<file path="config.mk">
export PLATFORM = sky130hd
export DESIGN_NAME = semaforo_monitor
export DESIGN_NICKNAME = d
export VERILOG_FILES = /design/src/rtl/semaforo_pkg.sv /design/src/rtl/semaforo_run_counter.sv /design/src/rtl/semaforo_monitor.sv
export SDC_FILE = /design/constraint.sdc
export NUM_CORES = 1
export LEC_CHECK = 0
export BUFFER_PORTS_ARGS = -buffer_cell sky130_fd_sc_hd__buf_2
export CAP_MARGIN = 25
export CORE_UTILIZATION = 40
export DETAILED_ROUTE_END_ITERATION = 10
export GPL_TIMING_DRIVEN = 0
export PLACE_DENSITY_LB_ADDON = 0.12
export RECOVER_POWER = 25
export SKIP_LAST_GASP = 1
export SYNTH_ARGS = -nofsm -noshare
export SYNTH_HDL_FRONTEND = slang
export SYNTH_SLANG_ARGS = --single-unit
</file>
<file path="constraint.sdc">
create_clock -name newClock -period 2.5 [get_ports newClock]
set_clock_uncertainty 0.1 [all_clocks]
set_input_delay 0.5 -clock newClock [delete_from_list [all_inputs] [get_ports newClock]]
set_output_delay 0.5 -clock newClock [all_outputs]
set_load 0.01 [all_outputs]
</file>
<file path="src/rtl/semaforo_pkg.sv">
// Shared encodings for the traffic-light lamp monitor: phase codes, lamp
// patterns and monitor state.
package semaforo_pkg;

    localparam logic [1:0] PH_GREEN   = 2'b00;
    localparam logic [1:0] PH_YELLOW  = 2'b01;
    localparam logic [1:0] PH_RED     = 2'b10;
    localparam logic [1:0] PH_UNKNOWN = 2'b11;

    // Lamp patterns are ordered {green, yellow, red}.
    localparam logic [2:0] PAT_G = 3'b100;
    localparam logic [2:0] PAT_Y = 3'b010;
    localparam logic [2:0] PAT_R = 3'b001;

    typedef enum logic [2:0] {
        ST_SYNC   = 3'd0,
        ST_GREEN  = 3'd1,
        ST_YELLOW = 3'd2,
        ST_RED    = 3'd3,
        ST_FAULT  = 3'd4
    } mon_state_t;

    function automatic logic is_legal(input logic [2:0] pat);
        return (pat == PAT_G) || (pat == PAT_Y) || (pat == PAT_R);
    endfunction

    function automatic logic [1:0] state_phase(input mon_state_t st);
        logic [1:0] ph;
        ph = PH_UNKNOWN;
        case (st)
            ST_GREEN:  ph = PH_GREEN;
            ST_YELLOW: ph = PH_YELLOW;
            ST_RED:    ph = PH_RED;
            default:   ph = PH_UNKNOWN;
        endcase
        return ph;
    endfunction

endpackage

</file>
<file path="src/rtl/semaforo_run_counter.sv">
// 8-bit saturating run-length counter: loads 1 when a new pattern starts,
// otherwise counts up and sticks at 255.
module semaforo_run_counter (
    input  logic       newClock,
    input  logic       rst,
    input  logic       i_load,
    output logic [7:0] o_count
);

    logic [7:0] r_count;

    always_ff @(posedge newClock or negedge rst) begin
        if (!rst) begin
            r_count <= 8'd0;
        end else if (i_load) begin
            r_count <= 8'd1;
        end else if (r_count != 8'hFF) begin
            r_count <= r_count + 8'd1;
        end
    end

    assign o_count = r_count;

endmodule

</file>
<file path="src/rtl/semaforo_monitor.sv">
// Passive checker on the controller lamp outputs: decodes phase, checks phase
// lengths and G->Y->R order, flags errors and counts correct cycles.
//
//   state     | meaning
//   ----------+-----------------------------------------------------------
//   ST_SYNC   | after reset, waiting for the first legal-to-legal change
//   ST_GREEN  | green phase being measured
//   ST_YELLOW | yellow phase being measured
//   ST_RED    | red phase being measured
//   ST_FAULT  | order/pattern error seen, waiting for a change into green
module semaforo_monitor
    import semaforo_pkg::*;
#(
    parameter int unsigned GREEN_LEN  = 6,
    parameter int unsigned YELLOW_LEN = 3,
    parameter int unsigned RED_LEN    = 5
) (
    input  logic       newClock,
    input  logic       rst,
    input  logic       green,
    input  logic       yellow,
    input  logic       red,
    output logic [1:0] phase,
    output logic       err_len,
    output logic       err_order,
    output logic       err_pattern,
    output logic       cycle_done,
    output logic [7:0] cycle_count
);

    localparam logic [7:0] LEN_G = 8'(GREEN_LEN);
    localparam logic [7:0] LEN_Y = 8'(YELLOW_LEN);
    localparam logic [7:0] LEN_R = 8'(RED_LEN);

    mon_state_t r_state;
    mon_state_t w_state_nxt;
    logic [2:0] r_prev_pat;
    logic       r_cycle_ok;
    logic [1:0] r_phase;
    logic       r_err_len;
    logic       r_err_order;
    logic       r_err_pattern;
    logic       r_cycle_done;
    logic [7:0] r_cycle_count;

    logic [2:0] w_pat;
    logic       w_changed;
    logic       w_legal_now;
    logic       w_legal_prev;
    logic [7:0] w_run_len;
    logic       w_set_len;
    logic       w_set_order;
    logic       w_set_pat;
    logic       w_cycle_hit;
    logic       w_cycle_ok_nxt;

    assign w_pat        = {green, yellow, red};
    assign w_changed    = (w_pat != r_prev_pat);
    assign w_legal_now  = is_legal(w_pat);
    assign w_legal_prev = is_legal(r_prev_pat);

    // Holds the length of the run that ends at this edge when w_changed is set.
    semaforo_run_counter u_run_counter (
        .newClock (newClock),
        .rst      (rst),
        .i_load   (w_changed),
        .o_count  (w_run_len)
    );

    always_ff @(posedge newClock or negedge rst) begin
        if (!rst) begin
            r_state       <= ST_SYNC;
            r_prev_pat    <= 3'b000;
            r_cycle_ok    <= 1'b0;
            r_phase       <= PH_UNKNOWN;
            r_err_len     <= 1'b0;
            r_err_order   <= 1'b0;
            r_err_pattern <= 1'b0;
            r_cycle_done  <= 1'b0;
            r_cycle_count <= 8'd0;
        end else begin
            r_state       <= w_state_nxt;
            r_prev_pat    <= w_pat;
            r_cycle_ok    <= w_cycle_ok_nxt;
            r_phase       <= state_phase(w_state_nxt);
            r_err_len     <= r_err_len | w_set_len;
            r_err_order   <= r_err_order | w_set_order;
            r_err_pattern <= r_err_pattern | w_set_pat;
            r_cycle_done  <= w_cycle_hit;
            if (w_cycle_hit && (r_cycle_count != 8'hFF)) begin
                r_cycle_count <= r_cycle_count + 8'd1;
            end
        end
    end

    // Illegal patterns win over everything; order errors skip the length check.
    always_comb begin
        w_state_nxt    = r_state;
        w_set_len      = 1'b0;
        w_set_order    = 1'b0;
        w_set_pat      = 1'b0;
        w_cycle_hit    = 1'b0;
        w_cycle_ok_nxt = r_cycle_ok;

        if (!w_legal_now) begin
            w_set_pat      = 1'b1;
            w_state_nxt    = ST_FAULT;
            w_cycle_ok_nxt = 1'b0;
        end else if (w_changed) begin
            case (r_state)
                ST_SYNC: begin
                    if (w_legal_prev) begin
                        case (w_pat)
                            PAT_G:   w_state_nxt = ST_GREEN;
                            PAT_Y:   w_state_nxt = ST_YELLOW;
                            PAT_R:   w_state_nxt = ST_RED;
                            default: w_state_nxt = ST_SYNC;
                        endcase
                    end
                end
                ST_GREEN: begin
                    if (w_pat == PAT_Y) begin
                        w_state_nxt = ST_YELLOW;
                        if (w_run_len == LEN_G) begin
                            w_cycle_ok_nxt = 1'b1;
                        end else begin
                            w_set_len      = 1'b1;
                            w_cycle_ok_nxt = 1'b0;
                        end
                    end else begin
                        w_set_order    = 1'b1;
                        w_state_nxt    = ST_FAULT;
                        w_cycle_ok_nxt = 1'b0;
                    end
                end
                ST_YELLOW: begin
                    if (w_pat == PAT_R) begin
                        w_state_nxt = ST_RED;
                        if (w_run_len != LEN_Y) begin
                            w_set_len      = 1'b1;
                            w_cycle_ok_nxt = 1'b0;
                        end
                    end else begin
                        w_set_order    = 1'b1;
                        w_state_nxt    = ST_FAULT;
                        w_cycle_ok_nxt = 1'b0;
                    end
                end
                ST_RED: begin
                    if (w_pat == PAT_G) begin
                        w_state_nxt    = ST_GREEN;
                        w_cycle_ok_nxt = 1'b0;
                        if (w_run_len == LEN_R) begin
                            w_cycle_hit = r_cycle_ok;
                        end else begin
                            w_set_len = 1'b1;
                        end
                    end else begin
                        w_set_order    = 1'b1;
                        w_state_nxt    = ST_FAULT;
                        w_cycle_ok_nxt = 1'b0;
                    end
                end
                ST_FAULT: begin
                    if (w_pat == PAT_G) begin
                        w_state_nxt    = ST_GREEN;
                        w_cycle_ok_nxt = 1'b0;
                    end
                end
                default: begin
                    w_state_nxt    = ST_SYNC;
                    w_cycle_ok_nxt = 1'b0;
                end
            endcase
        end
    end

    assign phase       = r_phase;
    assign err_len     = r_err_len;
    assign err_order   = r_err_order;
    assign err_pattern = r_err_pattern;
    assign cycle_done  = r_cycle_done;
    assign cycle_count = r_cycle_count;

endmodule

</file>
==> results of run 1 <==
-- metal layers --
layer / vias to the layer above / wire length (µm) / share of wire / track usage
met3: 9 / 97 / 0.027 / 0.0308
met2: 26 / 1720 / 0.48 / 0.298
met5: - / 0 / 0 / 0
li1: 683 / - / - / -
met4: 0 / 87 / 0.024 / 0.109
met1: 678 / 1710 / 0.47 / 0.250
-- state kept, by name (all words and copies together) (netlist names) --
| name | flops |
|---|---|
| r_prev_pat | 3 |
| cycle_done | 1 |
| err_order | 1 |
| err_len | 1 |
| phase | 2 |
| err_pattern | 1 |
| r_state | 3 |
| u_run_counter.o_count | 8 |
| r_cycle_ok | 1 |
| cycle_count | 8 |
-- what timing repair did --
action,CTS,global route
setup buffers,2,4
pin swaps,1,3
gates resized for setup,0,3
setup endpoints to repair,2,7
-- critical path, stage by stage, from the launching register on --
cell	delay [ns]
sky130_fd_sc_hd__dfrtp_1	0.41
sky130_fd_sc_hd__or4_4	0.56
sky130_fd_sc_hd__nor3b_4	0.20
sky130_fd_sc_hd__nand4_1	0.22
sky130_fd_sc_hd__a311oi_4	0.33
sky130_fd_sc_hd__buf_4	0.16
sky130_fd_sc_hd__mux2_2	0.32
-- final timing paths --
kind / from / endpoint / slack, ns
min: red / r_prev_pat[0]$_DFF_PN0_ / 0.24
max reg2reg: u_run_counter.o_count[5]$_DFFE_PN0P_ / cycle_count[1]$_DFFE_PN0P_ / 0.08
min reg2reg: err_order$_DFF_PN0_ / err_order$_DFF_PN0_ / 0.36
max in group asynchronous: rst / cycle_count[7]$_DFFE_PN0P_ / 0.87
min in group asynchronous: rst / u_run_counter.o_count[7]$_DFFE_PN0P_ / 0.51
max: u_run_counter.o_count[5]$_DFFE_PN0P_ / cycle_count[1]$_DFFE_PN0P_ / 0.08
-- Yosys cell counts (2+ instances only) --
cell | n | area [µm²]
sky130_fd_sc_hd__buf_2 | 3 | 15.0
sky130_fd_sc_hd__nor2_1 | 19 | 71.3
sky130_fd_sc_hd__xnor2_1 | 10 | 87.6
sky130_fd_sc_hd__nor2b_1 | 7 | 43.8
sky130_fd_sc_hd__dfstp_2 | 2 | 52.6
sky130_fd_sc_hd__nand2b_1 | 2 | 12.5
sky130_fd_sc_hd__and3_1 | 6 | 37.5
sky130_fd_sc_hd__nor3_1 | 3 | 15.0
sky130_fd_sc_hd__dfrtp_1 | 27 | 676
sky130_fd_sc_hd__nor3b_1 | 5 | 37.5
sky130_fd_sc_hd__a21oi_1 | 7 | 35.0
sky130_fd_sc_hd__xor2_1 | 3 | 26.3
sky130_fd_sc_hd__nand3b_1 | 2 | 15.0
sky130_fd_sc_hd__a31oi_1 | 3 | 18.8
sky130_fd_sc_hd__o21ai_0 | 9 | 45.0
sky130_fd_sc_hd__ha_1 | 4 | 50.1
sky130_fd_sc_hd__nand4_1 | 6 | 37.5
sky130_fd_sc_hd__nand3_1 | 6 | 30.0
sky130_fd_sc_hd__nand2_1 | 9 | 33.8
sky130_fd_sc_hd__a21o_1 | 4 | 30.0
sky130_fd_sc_hd__mux2_2 | 2 | 22.5
sky130_fd_sc_hd__a211oi_1 | 2 | 15.0
sky130_fd_sc_hd__clkbuf_1 | 5 | 18.8
sky130_fd_sc_hd__inv_1 | 6 | 22.5
-- power groups by stage --
stage               sequential (mW)  clock, mW  combinational (mW)
floorplan                     0.496          0              0.0802
global placement              0.496          0               0.113
detailed placement            0.497          0               0.114
CTS                           0.488      0.437               0.115
global route                  0.490      0.453               0.130
finish                        0.488      0.422               0.116
-- cell families (layout without fill, tap and decap cells) --
group,Yosys count,in the layout,share of synthesized area
adder cells (fa/ha/maj),5,5,0.0361
buffers and inverters,14,46,0.0338
XOR/XNOR,13,13,0.0684
AO/OA/AOI/OAI,36,36,0.156
multiplexers,3,3,0.0195
flip-flops,29,29,0.437
AND/OR/NAND/NOR,74,74,0.249
-- cells in the final DEF, fill, tap and decap left out, types with 2 or more instances in the layout --
cell type	instances
sky130_fd_sc_hd__ha_1	4
sky130_fd_sc_hd__nor2b_1	7
sky130_fd_sc_hd__xor2_1	3
sky130_fd_sc_hd__nor2_1	18
sky130_fd_sc_hd__a211oi_1	2
sky130_fd_sc_hd__nand2b_1	2
sky130_fd_sc_hd__nand3_1	6
sky130_fd_sc_hd__nand3b_1	2
sky130_fd_sc_hd__nand4_1	6
sky130_fd_sc_hd__and3_1	6
sky130_fd_sc_hd__nor3_1	3
sky130_fd_sc_hd__o21ai_0	9
sky130_fd_sc_hd__mux2_2	2
sky130_fd_sc_hd__inv_1	6
sky130_fd_sc_hd__nand2_1	8
sky130_fd_sc_hd__xnor2_1	10
sky130_fd_sc_hd__a21o_1	4
sky130_fd_sc_hd__clkbuf_8	7
sky130_fd_sc_hd__a31oi_1	3
sky130_fd_sc_hd__dfstp_2	2
sky130_fd_sc_hd__dfrtp_1	27
sky130_fd_sc_hd__clkbuf_1	7
sky130_fd_sc_hd__a21oi_1	7
sky130_fd_sc_hd__nor3b_1	5
sky130_fd_sc_hd__buf_2	19
sky130_fd_sc_hd__buf_4	6
-- final cells by class --
class | instances | area, µm² | area share
Multi-Input combinational cell | 131 | 892 | 0.452
Sequential cell | 29 | 728 | 0.369
Timing Repair Buffer | 24 | 133 | 0.0672
Clock buffer | 7 | 96.3 | 0.0488
Tap cell | 50 | 62.6 | 0.0317
Buffer | 8 | 33.8 | 0.0171
Inverter | 6 | 22.5 | 0.0114
Clock inverter | 1 | 5.00 | 0.00254
-- through the flow --
stage	instances	power [mW]	hold WS [ns]	area, µm²	utilization
6_report	256	1.03	0.237	1970	0.493
2_1_floorplan	174	0.576	0.104	1670	-
4_1_cts	252	1.04	0.170	1930	0.484
3_3_place_gp	242	0.609	0.344	1820	0.454
3_5_place_dp	242	0.611	0.343	1820	0.454
5_1_grt	256	1.07	0.228	1970	0.493
==> results.txt, run 1 <==
* Run status: complete, but fails checks
- The final reports fail on max-capacitance violations, max-slew violations.
- Counting every sink on the clock net gives 29.
- Setup violations remaining at the end of the flow were counted as 0.
- From synthesis to final layout, the design area changed by 18.5%.
* Post-synthesis instance total: 174
* CTS buffer count: 5
* Fraction of layout cells with a size suffix above 1: 0.223
- For this run, the number of Yosys warnings is 0.
* Number of enable-type register cells in the synthesized netlist: 0
* Net Sw Frac: 0.250
* Worst setup path category: flip-flop to flip-flop
* Reg2reg path depth: 6
- Total of fill cells in the finished design: 357
- Buffer depth of the longest clock path: 2
- At the worst endpoint, the required time is 2.56 ns.
- Once routing completed, OpenROAD measured the worst setup slack at 0.0789 ns.
* Number of placed I/O pins: 19
* Largest voltage drop on the vdd net: 0.290 mV
- Count of nets left with antenna violations after detail routing: 0
- At the worst endpoint, the arrival time is 2.48 ns.
* Relative contribution of sequential cells to total power: 0.476
- TritonCTS built the clock tree.
* Unique cell type count in the Yosys netlist: 46
- Count of vias placed by the detailed router: 1396
- Proportion of register bits with asynchronous set or reset after synthesis: 1.00
* Die Width: roughly 67 µm
- HPWL after detailed placement: around 2500 µm
- Kind of end point of the critical path: flip-flop
- The number of hold violations in the final report was 0.
* Routability congestion estimate from global placement: 0.804
- Hold repair after CTS inserted 0 buffers.
- Area of the mapped netlist: 1670 µm²
- Core outline area: 4000 µm²
- The floorplan has 23 rows.
- H-tree level count: 2
* Total of max-cap violations: 1
- Sum of routed wire length over all layers: 3610 µm
- Nets: 214
- Predominant post-synthesis flop cell: sky130_fd_sc_hd__dfrtp_1
- Max-slew headroom at the worst pin: -0.0515
- The number of antenna diodes in the final layout is 0.
- At the later pin of the worst-skew pair, clock insertion delay measures 0.28 ns.
* Effective utilization at floorplan: 0.416
* Total routing resource utilization after global routing: 0.191
- For this run, design rule violations remaining after detail routing come to 0.
- Leak: between 0.8 and 0.9 nW
* Drt initial violations: 93
- Via/cell ratio: ~5.5
- In this run the power spent charging and discharging nets is 256 µW.
* Share of total power in combinational logic: 0.113
* Final critical delay including setup and external delays: 2.42 ns
- The first global-routing pass estimated 6310 µm of wire.
* Class of the tightest hold or removal check: input pin to flip-flop
* Port buffer count: 18
* Post-synthesis sequential area ratio: 0.437
- The synthesized design contains 29 register bits.
- Number of antenna violations at the first check in global routing: 0
* Post-place setup slack: -0.336 ns
- Number of pins exceeding their max-slew limit in the final report: 30
- Crit path launch type: flip-flop
- Maximum number of pins on one net before global-route repair: 30
- Synthesized area per cell: 9.57 µm²
* Overall overflow remaining after global route: 0
- The number of global-route vias before repair came to 1382.
- At the pin with the least slew margin, the transition time is about 1.6 ns.
- In the final routed layout, each cell accounts on average for 14.1 µm.
* Detailed-router iteration count before antenna repair: 4
- The tree is rooted in a sky130_fd_sc_hd__clkbuf_8.
- Of the total power, the clock network draws 0.411.
- Areal power density over the cells: 520 nW/µm²
- Counting instances, the worst hold path has a depth of 1.
- Die Y-Extent: ~67 µm
- Based on the critical path, the design can be clocked at up to roughly 0.41 GHz.
- For the final routed database, the setup TNS stands at 0 ns.
- The internal portion of the total power is 770 µW.
- In this run the worst path has a maximum fanout of 4.
- The number of nets in the synthesized netlist is 183.
- Clock-pin slew was measured on the worst setup and hold paths at 0.06 ns.
- The floorplan step defined a die boundary enclosing 4430 µm².
- In the finished design, the share of the clock period the worst path needs comes to 0.968.
Power figures use the tool's default switching activity.
==> run 2: changes to the inputs <==
--- a/config.mk
+++ b/config.mk
@@ -7,7 +7,8 @@
 export LEC_CHECK = 0
 export BUFFER_PORTS_ARGS = -buffer_cell sky130_fd_sc_hd__buf_2
 export CAP_MARGIN = 25
-export CORE_UTILIZATION = 40
+export CORE_UTILIZATION = 50
+export CTS_CLUSTER_SIZE = 25
 export DETAILED_ROUTE_END_ITERATION = 10
 export GPL_TIMING_DRIVEN = 0
 export PLACE_DENSITY_LB_ADDON = 0.12
==> run 2 against run 1 <==
  * The flow still finishes with violations (max-capacitance violations, max-slew violations)
  * First-iteration DRC count grew 9.7%
  * Sequential power is essentially flat
  * Global-route usage grew 1.1 points
  * Wire length shrank 8.6%
  * Via count shrank 4.0%
  * Register-to-register slack is essentially flat
  * Critical path depth is the same
  * Sequential share of layout area grew 1.7 points
  * Cell area shrank 4.4%
  * Sequential cell count is the same
  * Worst setup slack lost 0.0073 ns
  * Die area shrank 19%
  * Critical path type unchanged
  * Highest routed layer unchanged
==> results.txt, run 2 (same netlist as run 1, synthesis figures left out) <==
* Final critical delay including setup and external delays: 2.43 ns
- Hold endpoint: r_prev_pat[2]$_DFF_PN0_
- Reg2reg end: cycle_count[1]$_DFFE_PN0P_
- The worst hold path begins at green.
- The number of pins with negative max-slew slack in the final report is 30.
- Arrival time of the worst setup path: roughly 2.5 ns
- For the worst setup path, the data required time is about 2.6 ns.
* Area of the die: 3570 µm²
- Counting instances, the worst hold path has a depth of 1.
- Largest voltage drop on the vdd net: 0.337 mV
* Nets: 210
- The tree is rooted in a sky130_fd_sc_hd__clkbuf_4.
- Summed over all cells, the static leakage comes to 0.842 nW.
- Setup repair after global routing left no endpoint under its margin.
- Most common library cell in the layout ignoring fill and taps: sky130_fd_sc_hd__dfrtp_1
* Buffer depth of the longest clock path: 2
* Count of vias placed by the detailed router: 1340
- Port buffer count: 18
- The number of global-route vias before repair was 1171.
* Reg-to-reg critical path startpoint: u_run_counter.o_count[4]$_DFFE_PN0P_
- Cell Rows: 20
* Maximum number of pins on one net before global-route repair: 30
- Overall overflow remaining after global route: 0
- With fillers left out, the area of the finished cells amounts to 1890 µm².
- In the final routed layout, each cell accounts on average for ~13 µm.
- Clock-pin slew was measured on the worst setup and hold paths at 0.09 ns.
* Most frequent cells in the layout: sky130_fd_sc_hd__dfrtp_1, sky130_fd_sc_hd__buf_2, sky130_fd_sc_hd__nor2_1
* Insertion delay of the later-clocked pin in the worst-skew pair: 0.32 ns
- Via/cell ratio: 5.45
* Area post-placement: 1810 µm²
- HPWL after detailed placement: 2380 µm
- At the pin with the least slew margin, the transition time is 1.53 ns.
- Final hold violation count: 0
* Detailed-router iteration count before antenna repair: 4
- Counting the fill cells in the layout gives 292.
* Setup TNS after final layout: 0 ns
- Max-slew headroom at the worst pin: -0.0223
* H-tree level count: 2
- The initial antenna violation count came to 0.
- Total of max-cap violations: 1
- Die Width: 59.7 µm
* CTS hold repair buffers: 0
* Sinks on Clock Net: 29
* Clock tree from TritonCTS: yes
- In the final layout, the share of cells above drive strength 1 is 0.198.
- Once detail routing completed, the nets flagged for antenna violations numbered 0.
- Final core area utilization: 0.608
* Effective utilization at floorplan: 0.537
- Areal power density over the cells: 460 nW/µm²
- Period utilisation layout: 0.971
- The most critical setup path has its startpoint at u_run_counter.o_count[4]$_DFFE_PN0P_.
- STA classifies the critical path startpoint as a flip-flop.
* Total routing resource utilization after global routing: 0.202
* Kind of end point of the critical path: flip-flop
* Sum of routed wire length over all layers: 3300 µm
- The core region is 3100 µm².
* Routability congestion estimate from global placement: 0.847
- The first global-routing pass estimated approximately 5300 µm of wire.
- Violations in the final reports: max-capacitance violations, max-slew violations
* Number of placed I/O pins: 19
* Worst setup path category: flip-flop to flip-flop
- Endpoints failing setup: 0
- Clock tree synthesis inserted a total of 5 buffers.
* CP Max Fanout: 7
- For flop-to-flop paths, the worst setup slack is around 0.07 ns.
- Reg2reg path depth: 6
* Drt initial violations: roughly 100
- The number of antenna diodes in the final layout is 0.
- Area growth, synth to finish: 13.3%
- Class of the tightest hold or removal check: input pin to flip-flop
* Highest clock frequency the design can meet: ~0.41 GHz
- In this run the vertical extent of the chip is around 60 µm.
- Run status: complete, but fails checks
- After detailed routing, the number of remaining DRC violations is 0.
- Final hold analysis gives a worst-case slack of ~0.19 ns.
-- run 2: worst max-delay path, stage by stage (launching register included) --
cell                       delay [ns]
sky130_fd_sc_hd__dfrtp_1         0.43
sky130_fd_sc_hd__or4_4           0.58
sky130_fd_sc_hd__nor3b_4         0.21
sky130_fd_sc_hd__nand4_1         0.20
sky130_fd_sc_hd__a311oi_4        0.31
sky130_fd_sc_hd__buf_6           0.17
sky130_fd_sc_hd__mux2_2          0.33
-- run 2: worst max path at each step --
stage	endpoint	slack [ns]	depth (start not counted)
after floorplan	cycle_count[1]$_DFFE_PN0P_	0.13	6
after global placement	cycle_count[1]$_DFFE_PN0P_	-0.26	7
after detailed placement	cycle_count[1]$_DFFE_PN0P_	-0.31	7
after CTS	cycle_count[1]$_DFFE_PN0P_	0.05	5
after global routing	cycle_count[1]$_DFFE_PN0P_	0.007	6
final	cycle_count[1]$_DFFE_PN0P_	0.07	6
-- run 2: repair_timing --
action	CTS	global route
setup endpoints to repair	1	4
resized for setup	1	2
buffers inserted	0	2
pin swaps	1	2
-- run 2: layer usage --
| layer | GRT usage | up-vias | wire length, µm |
|---|---|---|---|
| met1 | 0.261 | 629 | 1470 |
| met2 | 0.321 | 30 | 1610 |
| met4 | 0.0764 | 0 | 46 |
| met5 | 0 | - | 0 |
| met3 | 0.0584 | 6 | 176 |
| li1 | - | 675 | - |
-- run 2: final cells by class --
| cell class | count | area (µm²) | share of cell area |
|---|---|---|---|
| Sequential cell | 29 | 728 | 0.386 |
| Tap cell | 44 | 55.1 | 0.0292 |
| Clock inverter | 2 | 10.0 | 0.00531 |
| Buffer | 8 | 33.8 | 0.0179 |
| Timing Repair Buffer | 20 | 106 | 0.0564 |
| Inverter | 6 | 22.5 | 0.0119 |
| Multi-Input combinational cell | 131 | 890 | 0.471 |
| Clock buffer | 6 | 41.3 | 0.0219 |
-- run 2: report_power, final --
group / internal, mW / leakage [nW] / switching, mW / total (mW)
sequential: 0.478 / 0.376 / 0.00938 / 0.488
clock: 0.107 / 0.0320 / 0.160 / 0.266
combinational: 0.0426 / 0.434 / 0.0710 / 0.114
total: 0.628 / 0.842 / 0.240 / 0.868
-- run 2: stage by stage --
step / worst slack (ns) / total power, mW / instances
finish: 0.0716 / 0.868 / 246
CTS: 0.0516 / 0.885 / 244
floorplan: 0.135 / 0.576 / 174
global placement: -0.258 / 0.607 / 236
detailed placement: -0.307 / 0.611 / 236
global route: 0.00712 / 0.920 / 246
==> run 3: changes to the inputs <==
--- a/config.mk
+++ b/config.mk
@@ -7,7 +7,7 @@
 export LEC_CHECK = 0
 export BUFFER_PORTS_ARGS = -buffer_cell sky130_fd_sc_hd__buf_2
 export CAP_MARGIN = 25
-export CORE_UTILIZATION = 50
+export CORE_UTILIZATION = 57
 export CTS_CLUSTER_SIZE = 25
 export DETAILED_ROUTE_END_ITERATION = 10
 export GPL_TIMING_DRIVEN = 0
==> run 3 against run 2 <==
  * The run still ends with max-capacitance violations, max-slew violations left
  * Clock power rose by 82%
  * Worst hold slack got worse by 0.011 ns
  * Core utilization rose by 8.8 points
  * Cell area grew 1.7%
==> results.txt, run 3 (same netlist as run 1, synthesis figures left out) <==
- Adding up every negative setup slack in the final design gives 0 ns.
* Met1 track demand over resource: 0.301
- In this run, the number of DRC markers left after iteration 0 of detailed routing was 35.
- Worst hold slack: 0.175 ns
- Entering global routing, the biggest net connects 30 pins.
- Of the total power, the share spent switching nets is 0.236.
* Period utilisation layout: 0.966
- Final core area utilization: 0.696
- Sw Pwr: approximately 260 µW
- The first global-routing pass estimated between 5000 and 6000 µm of wire.
- For this run, global-route usage on met2 was measured as 0.412.
- Buffer depth of the longest clock path: 2
- Max-cap violations in this run came to 1.
- Detailed-router iteration count before antenna repair: 4
- Routability congestion estimate from global placement: roughly 0.85
- Via count of the first global-routing pass: 1339
- HPWL after detailed placement: 2390 µm
- Setup repair after global routing left no endpoint under its margin.
* Die Y-Extent: around 56 µm
* Relative contribution of sequential cells to total power: 0.449
- Setup violations remaining at the end of the flow were counted as 0.
* Violations in the final reports: max-capacitance violations, max-slew violations
* Design Area, Final: between 1500 and 2000 µm²
- CTS hold repair buffers: 0
* Area post-placement: approximately 1800 µm²
- Leak: 0.873 nW
- Insertion delay of the later-clocked pin in the worst-skew pair: 0.34 ns
- Arrival time of the worst setup path: between 2 and 3 ns
* CP Max Fanout: 7
- Class of the tightest hold or removal check: input pin to flip-flop
* Worst setup path category: input pin to flip-flop
- Fraction of layout cells with a size suffix above 1: 0.207
- Before CTS, the worst setup slack after placement is -0.353 ns.
- Final critical delay including setup and external delays: around 2.4 ns
* Area growth, synth to finish: 15.3%
- TritonCTS created 5 clock buffers.
- Headroom to the max-slew limit came out at -0.00451.
- Clock slew seen by the registers of the worst setup and hold paths: 0.10 ns
* Core outline area: 2760 µm²
- After detailed routing, the number of remaining DRC violations is 0.
- TritonCTS built the clock tree.
* Sinks on Clock Net: 29
- Crit path launch type: input pin
- Cell Rows: 19
* Count of vias placed by the detailed router: about 1400
- In the final design database the tool counted 211 nets.
* Data required time at the worst endpoint: 2.64 ns
- The number of antenna diodes in the final layout is 0.
- Effective utilization at floorplan: 0.604
- Die Width: around 56 µm
- The library cells used most frequently in the layout, excluding fill and tap cells, are sky130_fd_sc_hd__dfrtp_1, sky130_fd_sc_hd__buf_2, sky130_fd_sc_hd__nor2_1.
- For the pin with the worst max-slew slack, the measured transition is 1.51 ns.
- Number of antenna violations at the first check in global routing: 0
- The tree is rooted in a sky130_fd_sc_hd__clkbuf_4.
- Share of total power in combinational logic: 0.107
- Run status: complete, but fails checks
- Largest voltage drop on the vdd net: approximately 0.80 mV
- Via/cell ratio: ~6.0
* Highest clock frequency the design can meet: 0.414 GHz
- After the flow finishes, the layout carries non-filler instances totaling 234.
- The signal on the critical path passes through buf_2 -> clkbuf_1 -> maj3_1 -> nor2_2 -> nand2_1 -> a311oi_4 -> mux2_2.
- Most common library cell in the layout ignoring fill and taps: sky130_fd_sc_hd__dfrtp_1
* Area of the die: approximately 3100 µm²
- Overall overflow remaining after global route: 0
- The internal power of the cells totals 830 µW.
- Average wire per cell in the routed design: 14.6 µm
- Among all stages on the critical path, the largest delay is contributed by sky130_fd_sc_hd__a311oi_4.
- 19 I/O pins were placed.
* Total chip power: approximately 1.1 mW
- The number of hold violations in the final report was 0.
- STA classifies the critical path endpoint as a flip-flop.
* Cells after DPL: 223
- Port buffer count: 18
- For this run, global-route usage on met3 was measured as 0.0767.
- H-tree level count: 2
- After global routing, the most crowded layer is met2.
- Number of pins exceeding their max-slew limit in the final report: 29
- Stage delay of the slowest cell on the critical path: 0.48 ns
- Sum of routed wire length over all layers: 3410 µm
- Once detail routing completed, the nets flagged for antenna violations numbered 0.
- For this run, the total global-route usage over all layers was measured as 0.247.
* Final worst-path setup slack: around 0.086 ns
- Areal power density over the cells: 566 nW/µm²
- Clock share of power: 0.444
## run 3: changes by cell type in the layout (fill, tap and decap cells not counted), sizes merged
| cell | previous run | this run |
|---|---|---|
| bufinv | 0 | 2 |
| clkinv | 2 | 1 |
| buf | 21 | 22 |
| clkbuf | 13 | 12 |
## run 3: routing by layer
metal / vias to the layer above / wire [µm]
met4: 0 / 67
met5: - / 0
li1: 683 / -
met1: 688 / 1550
met2: 30 / 1660
met3: 9 / 134
## run 3: what timing repair did
action                     CTS  global route
setup endpoints to repair    0             6
resized for setup            0             1
buffers inserted             0             3
## run 3: cell type report
class | instances | area (µm²)
tap | 31 | 38.8
sequential | 29 | 728
multi-input combinational | 131 | 883
buffer | 8 | 33.8
fill | 216 | 838
clock buffer | 5 | 37.5
clock inverter | 3 | 65.1
timing repair buffer | 21 | 110
inverter | 6 | 22.5
## run 3: power by group through the flow
stage | logic [mW] | registers [mW] | clock network [mW]
after floorplan | 0.0802 | 0.496 | 0
after global placement | 0.110 | 0.496 | 0
after detailed placement | 0.114 | 0.497 | 0
after CTS | 0.115 | 0.488 | 0.492
after global routing | 0.129 | 0.490 | 0.507
final | 0.116 | 0.488 | 0.483
## run 3: worst max-delay path: cells and delay by family
| kind | cells | cell delay (ns) |
|---|---|---|
| and+or+nand+nor | 2 | 0.50 |
| AOI/OAI and AO/OA | 1 | 0.48 |
| adders and majority gates | 1 | 0.41 |
| muxes | 1 | 0.39 |
| buffers and inverters | 2 | 0.27 |
## run 3: path summary, 6_finish.rpt
kind	from	to	slack, ns	cells after the start
setup / recovery	red	cycle_count[1]$_DFFE_PN0P_	0.09	7
hold / removal	red	r_prev_pat[0]$_DFF_PN0_	0.18	1
setup reg to reg	u_run_counter.o_count[5]$_DFFE_PN0P_	cycle_count[1]$_DFFE_PN0P_	0.13	5
hold reg to reg	err_len$_DFF_PN0_	err_len$_DFF_PN0_	0.36	1
max in group asynchronous	rst	u_run_counter.o_count[6]$_DFFE_PN0P_	1.01	1
min in group asynchronous	rst	cycle_count[7]$_DFFE_PN0P_	0.41	1
